**config.mk**
```make
export PLATFORM = sky130hd
export DESIGN_NAME = display_scan_controller
export DESIGN_NICKNAME = d
export VERILOG_FILES = /design/src/rtl/calc_display_pkg.sv /design/src/rtl/seven_seg_encoder.sv /design/src/rtl/display_scan_controller.sv
export SDC_FILE = /design/constraint.sdc
export NUM_CORES = 1
export LEC_CHECK = 0
export CORE_ASPECT_RATIO = 1.1
export CORE_MARGIN = 2
export CORE_UTILIZATION = 52
export DETAILED_ROUTE_END_ITERATION = 8
export PLACE_DENSITY = 0.78
export SLEW_MARGIN = 20
export SYNTH_ARGS = -nofsm -noshare
export SYNTH_HDL_FRONTEND = slang
export SYNTH_SLANG_ARGS = --single-unit
```
**constraint.sdc**
```tcl
create_clock -name clk -period 2.9 [get_ports clk]
set_input_delay 0.58 -clock clk [delete_from_list [all_inputs] [get_ports clk]]
set_output_delay 0.58 -clock clk [all_outputs]
set_load 0.05 [all_outputs]
```
**src/rtl/calc_display_pkg.sv**
```systemverilog
// calc_display_pkg: shared states, glyph codes and segment patterns for the display scanner
package calc_display_pkg;
  typedef enum logic [1:0] {ST_IDLE, ST_CONVERT, ST_SHOW} state_t;
  localparam logic [4:0] GLYPH_BLANK = 5'h10;
  localparam logic [4:0] GLYPH_MINUS = 5'h11;
  localparam logic [4:0] GLYPH_H     = 5'h12;
  localparam logic [6:0] SEG_BLANK = 7'b1111111;
  localparam logic [6:0] SEG_MINUS = 7'b0111111;
  localparam logic [6:0] SEG_H     = 7'b0001011;
  // active-low {g,f,e,d,c,b,a}, indexed 0..F
  localparam logic [6:0] SEG_DIGIT [16] = '{
    7'b1000000, 7'b1111001, 7'b0100100, 7'b0110000,
    7'b0011001, 7'b0010010, 7'b0000010, 7'b1111000,
    7'b0000000, 7'b0010000, 7'b0001000, 7'b0000011,
    7'b1000110, 7'b0100001, 7'b0000110, 7'b0001110
  };
endpackage

```
**src/rtl/seven_seg_encoder.sv**
```systemverilog
// seven_seg_encoder: maps a 5-bit glyph code to active-low segment pattern
module seven_seg_encoder
  import calc_display_pkg::*;
(
  input  logic [4:0] glyph,
  output logic [6:0] seg
);
  always_comb
    seg = glyph[4] ? (glyph == GLYPH_MINUS ? SEG_MINUS : glyph == GLYPH_H ? SEG_H : SEG_BLANK)
                   : SEG_DIGIT[glyph[3:0]];
endmodule

```
**src/rtl/display_scan_controller.sv**
```systemverilog
// display_scan_controller: accepts ALU results, drives an external converter and scans 4 digits
module display_scan_controller
  import calc_display_pkg::*;
#(
  parameter int REFRESH_DIV   = 100000,
  parameter bit BLANK_LEADING = 1'b1
) (
  input  logic       clk,
  input  logic       rst,
  input  logic       result_valid,
  input  logic [5:0] result_data,
  input  logic       display_mode,
  output logic       result_ready,
  output logic [5:0] conv_data,
  output logic       conv_mode,
  input  logic [3:0] conv_digit0,
  input  logic [3:0] conv_digit1,
  input  logic       conv_neg,
  output logic [3:0] an,
  output logic [6:0] seg,
  output logic       dp
);
  localparam int CW = $clog2(REFRESH_DIV);
  state_t state_q, state_d;
  logic [CW-1:0] cnt_q;
  logic [1:0] slot_q;
  logic [5:0] data_q;
  logic mode_q;
  logic [3:0] dig0_q, dig1_q;
  logic neg_q, hex_q, shown_q;
  logic accept, remode, wrap;
  logic [4:0] glyph;
  logic [6:0] glyph_seg;
  assign result_ready = ~rst & (state_q != ST_CONVERT);
  assign accept = result_valid & result_ready;
  assign remode = (state_q == ST_SHOW) & ~accept & (display_mode != mode_q);
  assign wrap = cnt_q == CW'(REFRESH_DIV - 1);
  assign conv_data = data_q;
  assign conv_mode = mode_q;
  assign dp = 1'b1;
  always_comb
    state_d = (accept | remode) ? ST_CONVERT : state_q == ST_CONVERT ? ST_SHOW : state_q;
  // nothing captured yet (first convert after reset) shows all blanks
  always_comb begin
    glyph = GLYPH_BLANK;
    if (state_q != ST_IDLE && shown_q)
      glyph = slot_q == 2'd0 ? {1'b0, dig0_q}
            : slot_q == 2'd1 ? ((BLANK_LEADING && !hex_q && dig1_q == 4'd0) ? GLYPH_BLANK : {1'b0, dig1_q})
            : slot_q == 2'd2 ? (neg_q ? GLYPH_MINUS : GLYPH_BLANK)
            : (hex_q ? GLYPH_H : GLYPH_BLANK);
  end
  seven_seg_encoder u_enc (.glyph(glyph), .seg(glyph_seg));
  always_ff @(posedge clk) begin
    if (rst) begin
      state_q <= ST_IDLE;
      cnt_q <= '0;
      slot_q <= '0;
      data_q <= '0;
      mode_q <= 1'b0;
      dig0_q <= '0;
      dig1_q <= '0;
      neg_q <= 1'b0;
      hex_q <= 1'b0;
      shown_q <= 1'b0;
      an <= 4'b1111;
      seg <= SEG_BLANK;
    end else begin
      state_q <= state_d;
      cnt_q <= wrap ? '0 : cnt_q + 1'b1;
      if (wrap) slot_q <= slot_q + 2'd1;
      if (accept) begin
        data_q <= result_data;
        mode_q <= display_mode;
      end else if (remode) mode_q <= display_mode;
      if (state_q == ST_CONVERT) begin
        dig0_q <= conv_digit0;
        dig1_q <= conv_digit1;
        neg_q <= conv_neg;
        hex_q <= mode_q;
        shown_q <= 1'b1;
      end
      an <= state_q == ST_IDLE ? 4'b1111 : ~(4'b0001 << slot_q);
      seg <= glyph_seg;
    end
  end
endmodule

```
==> results.toml <==
[run_status]
status = "complete, no violations"

[sta]
setup_viol = 0
tightest_slew_ns = 0.698
max_freq_mhz = 418
slew_headroom = 0.532
hold_viol_final = 0
period_minus_slack_ns = 2.39
rsz0062_at_grt = "false"
slew_violations = 0
min_period_over_period = 0.826
final.setup.tns_ns = 0
fin_worst_skew_ns = 0.00241
setup_ws_ns = 0.506

[clock_tree]
insertion_delay_ns = 0.30
htreeDepth = 2
cts.path.max_buffers = 2
numCtsBuffers = 5
post_cts_buffers = 0
postCtsHoldBufs = 0
clock-sinks = 50
cts_tree = "yes"
clockRootBuffer = "clkbuf_8"
cts_resized = 0
clk_pin_slew_ns = 0.08

[cells_and_area]
syn_to_final_growth_pct = 21.2
final_cell_mix = "50 x nand2_1, 50 x dfxtp_1, 36 x clkdlybuf4s50_1, 32 x nor2_1, 19 x a21oi_1"
nets = 345
antenna_cells = 0
nFillCells = 362
layout-drive-gt1-share = 0.0506

[floorplanning]
io_pins = 39
coreArea_um2 = 4290
die_h_um = 74.0
initial_core_util = 0.540
die_area_um2 = 5000
rows = 25
fp.dieW_um = 67.6

[detailed_routing]
routed_via_density = 5.28
drc = 0
drt_wl_total_um = 4440
antenna_left = 0
num_vias = 1952
drtIter0Drc = 126
routedWlPerCell_um = 12.0
first_pass_iters = 4

[yosys]
synth_area_um2 = 2310
yosysSeqAreaShare = 0.432
synth-edff-count = 0
avgSynthCellArea_um2 = 8.30
netlist_instances = 279
synth-seq-cells = 50
synth_cell_types = 46
yosys-top-cells-area = "dfxtp_1 43%, nand2_1 8.1%, ha_1 5.4%"
yosysWarnings = 0
async_reset_ff_frac = 0
syn-num-nets = 308
synth_top_area_share = 0.432
synthFlopType = "dfxtp_1"
yosys.area.top_type = "dfxtp_1"

[global_route]
grt_use_total = 0.193
grt_pass1_wl_um = 7340
antenna_found_initial = 0
grt-ovfl-total = 0
first_global_vias = 1666
grt_start_max_net_pins = 29

[worst_setup_path]
crit_arrival_ns = 2.57
endpoint_kind = "register"
crit-reg2reg-launch = "slot_q[1]$_SDFFE_PP0P_"
path_class = "reg -> reg"
crit_path_start_kind = "register"
critPathMaxFanout = 8
crit_start = "slot_q[1]$_SDFFE_PP0P_"
crit_required_ns = 3.08

[worst_hold_path]
min_from = "cnt_q[0]$_SDFF_PP0_"
hold_class = "reg -> reg"

[power]
power.density_nw_per_um2 = 465
vdd_drop_max_v = 0.000295
leakagePower_nw = 1.10

[placement]
port_buffers = 37
dpl.hpwl_um = 3300
gp_routability_congestion = 0.859
dpl_worst_slack_ns = 0.549

[flow_run]
cap_viol_max_count = 0
-- path summary, 6_finish.rpt --
kind | to | slack, ns | depth (start not counted)
worst max-delay path | seg[4]$_SDFF_PP1_ | 0.51 | 9
worst min-delay path | cnt_q[0]$_SDFF_PP0_ | 0.48 | 1
worst max register to register | seg[4]$_SDFF_PP1_ | 0.51 | 9
worst min register to register | cnt_q[0]$_SDFF_PP0_ | 0.48 | 1
-- logic make-up (layout without fill, tap and decap cells) --
logic type      Yosys count  in the layout  share of synthesized area
flops                    50             50                      0.432
other cells               1              1                    0.00162
xor+xnor                 17             17                     0.0643
buf+inv                  21             58                     0.0465
mux                       5              5                     0.0222
compound gates           39             39                      0.101
fa+ha+maj                10             10                     0.0541
simple gates            136            136                      0.278
-- final cells by class --
class,count,area [um2],area share
sequential,50,1000,0.357
clock buffer,6,72.6,0.0259
inverter,9,33.8,0.0120
clock inverter,1,7.51,0.00267
multi-input combinational,208,1210,0.430
tap,54,67.6,0.0241
timing repair buffer,42,418,0.149
-- routing by layer --
layer,share of wire,wire [um],vias to the layer above,global-route usage
li1,-,-,1013,-
met1,0.47,2100,891,0.246
met2,0.47,2080,42,0.312
met3,0.046,203,6,0.0575
met4,0.015,68,0,0.0680
met5,0,0,-,0
-- per-stage QoR --
step | cells | hold slack (ns) | total power [mW] | instance area (um2) | utilization
after floorplan | 279 | 0.430 | 0.871 | 2310 | -
after global placement | 363 | 0.445 | 0.940 | 2730 | 0.636
after global routing | 370 | 0.490 | 1.38 | 2810 | 0.655
after CTS | 370 | 0.476 | 1.32 | 2810 | 0.655
after detailed placement | 363 | 0.465 | 0.941 | 2730 | 0.636
final | 370 | 0.475 | 1.31 | 2810 | 0.655
-- power by group --
| group | switching [mW] | internal [mW] | leakage, nW |
|---|---|---|---|
| combinational | 0.114 | 0.0805 | 0.652 |
| clock | 0.215 | 0.166 | 0.0373 |
| sequential | 0.0185 | 0.712 | 0.407 |
| total | 0.348 | 0.958 | 1.10 |
-- Yosys cell counts (2+ instances only) --
cell	instances
dfxtp_1	50
nand2_1	50
nor2_1	32
a21oi_1	19
nand3_1	17
xor2_1	12
ha_1	10
inv_1	9
nand3b_1	9
clkbuf_1	8
o21ai_0	6
nand4_1	5
xnor2_1	5
mux2i_1	4
nor3_1	4
a31oi_1	3
nand2b_1	3
a211o_1	2
and3_1	2
nor2b_1	2
nor3b_1	2
-- state kept, by name (all words and copies together) (netlist names) --
| signal | flops |
|---|---|
| dig0_q | 4 |
| an | 4 |
| conv_data | 6 |
| dig1_q | 4 |
| slot_q | 2 |
| hex_q | 1 |
| conv_mode | 1 |
| state_q | 2 |
| neg_q | 1 |
| cnt_q | 17 |
| seg | 7 |
| shown_q | 1 |
-- critical path, cell delays in order (launching register included) --
cell     delay, ns
dfxtp_1       0.38
inv_1         0.08
ha_1          0.27
nor3b_1       0.24
o22ai_1       0.14
or2_2         0.34
inv_1         0.10
ha_1          0.25
nor4b_1       0.40
a21oi_1       0.07
(Power assumes the default switching activity.)
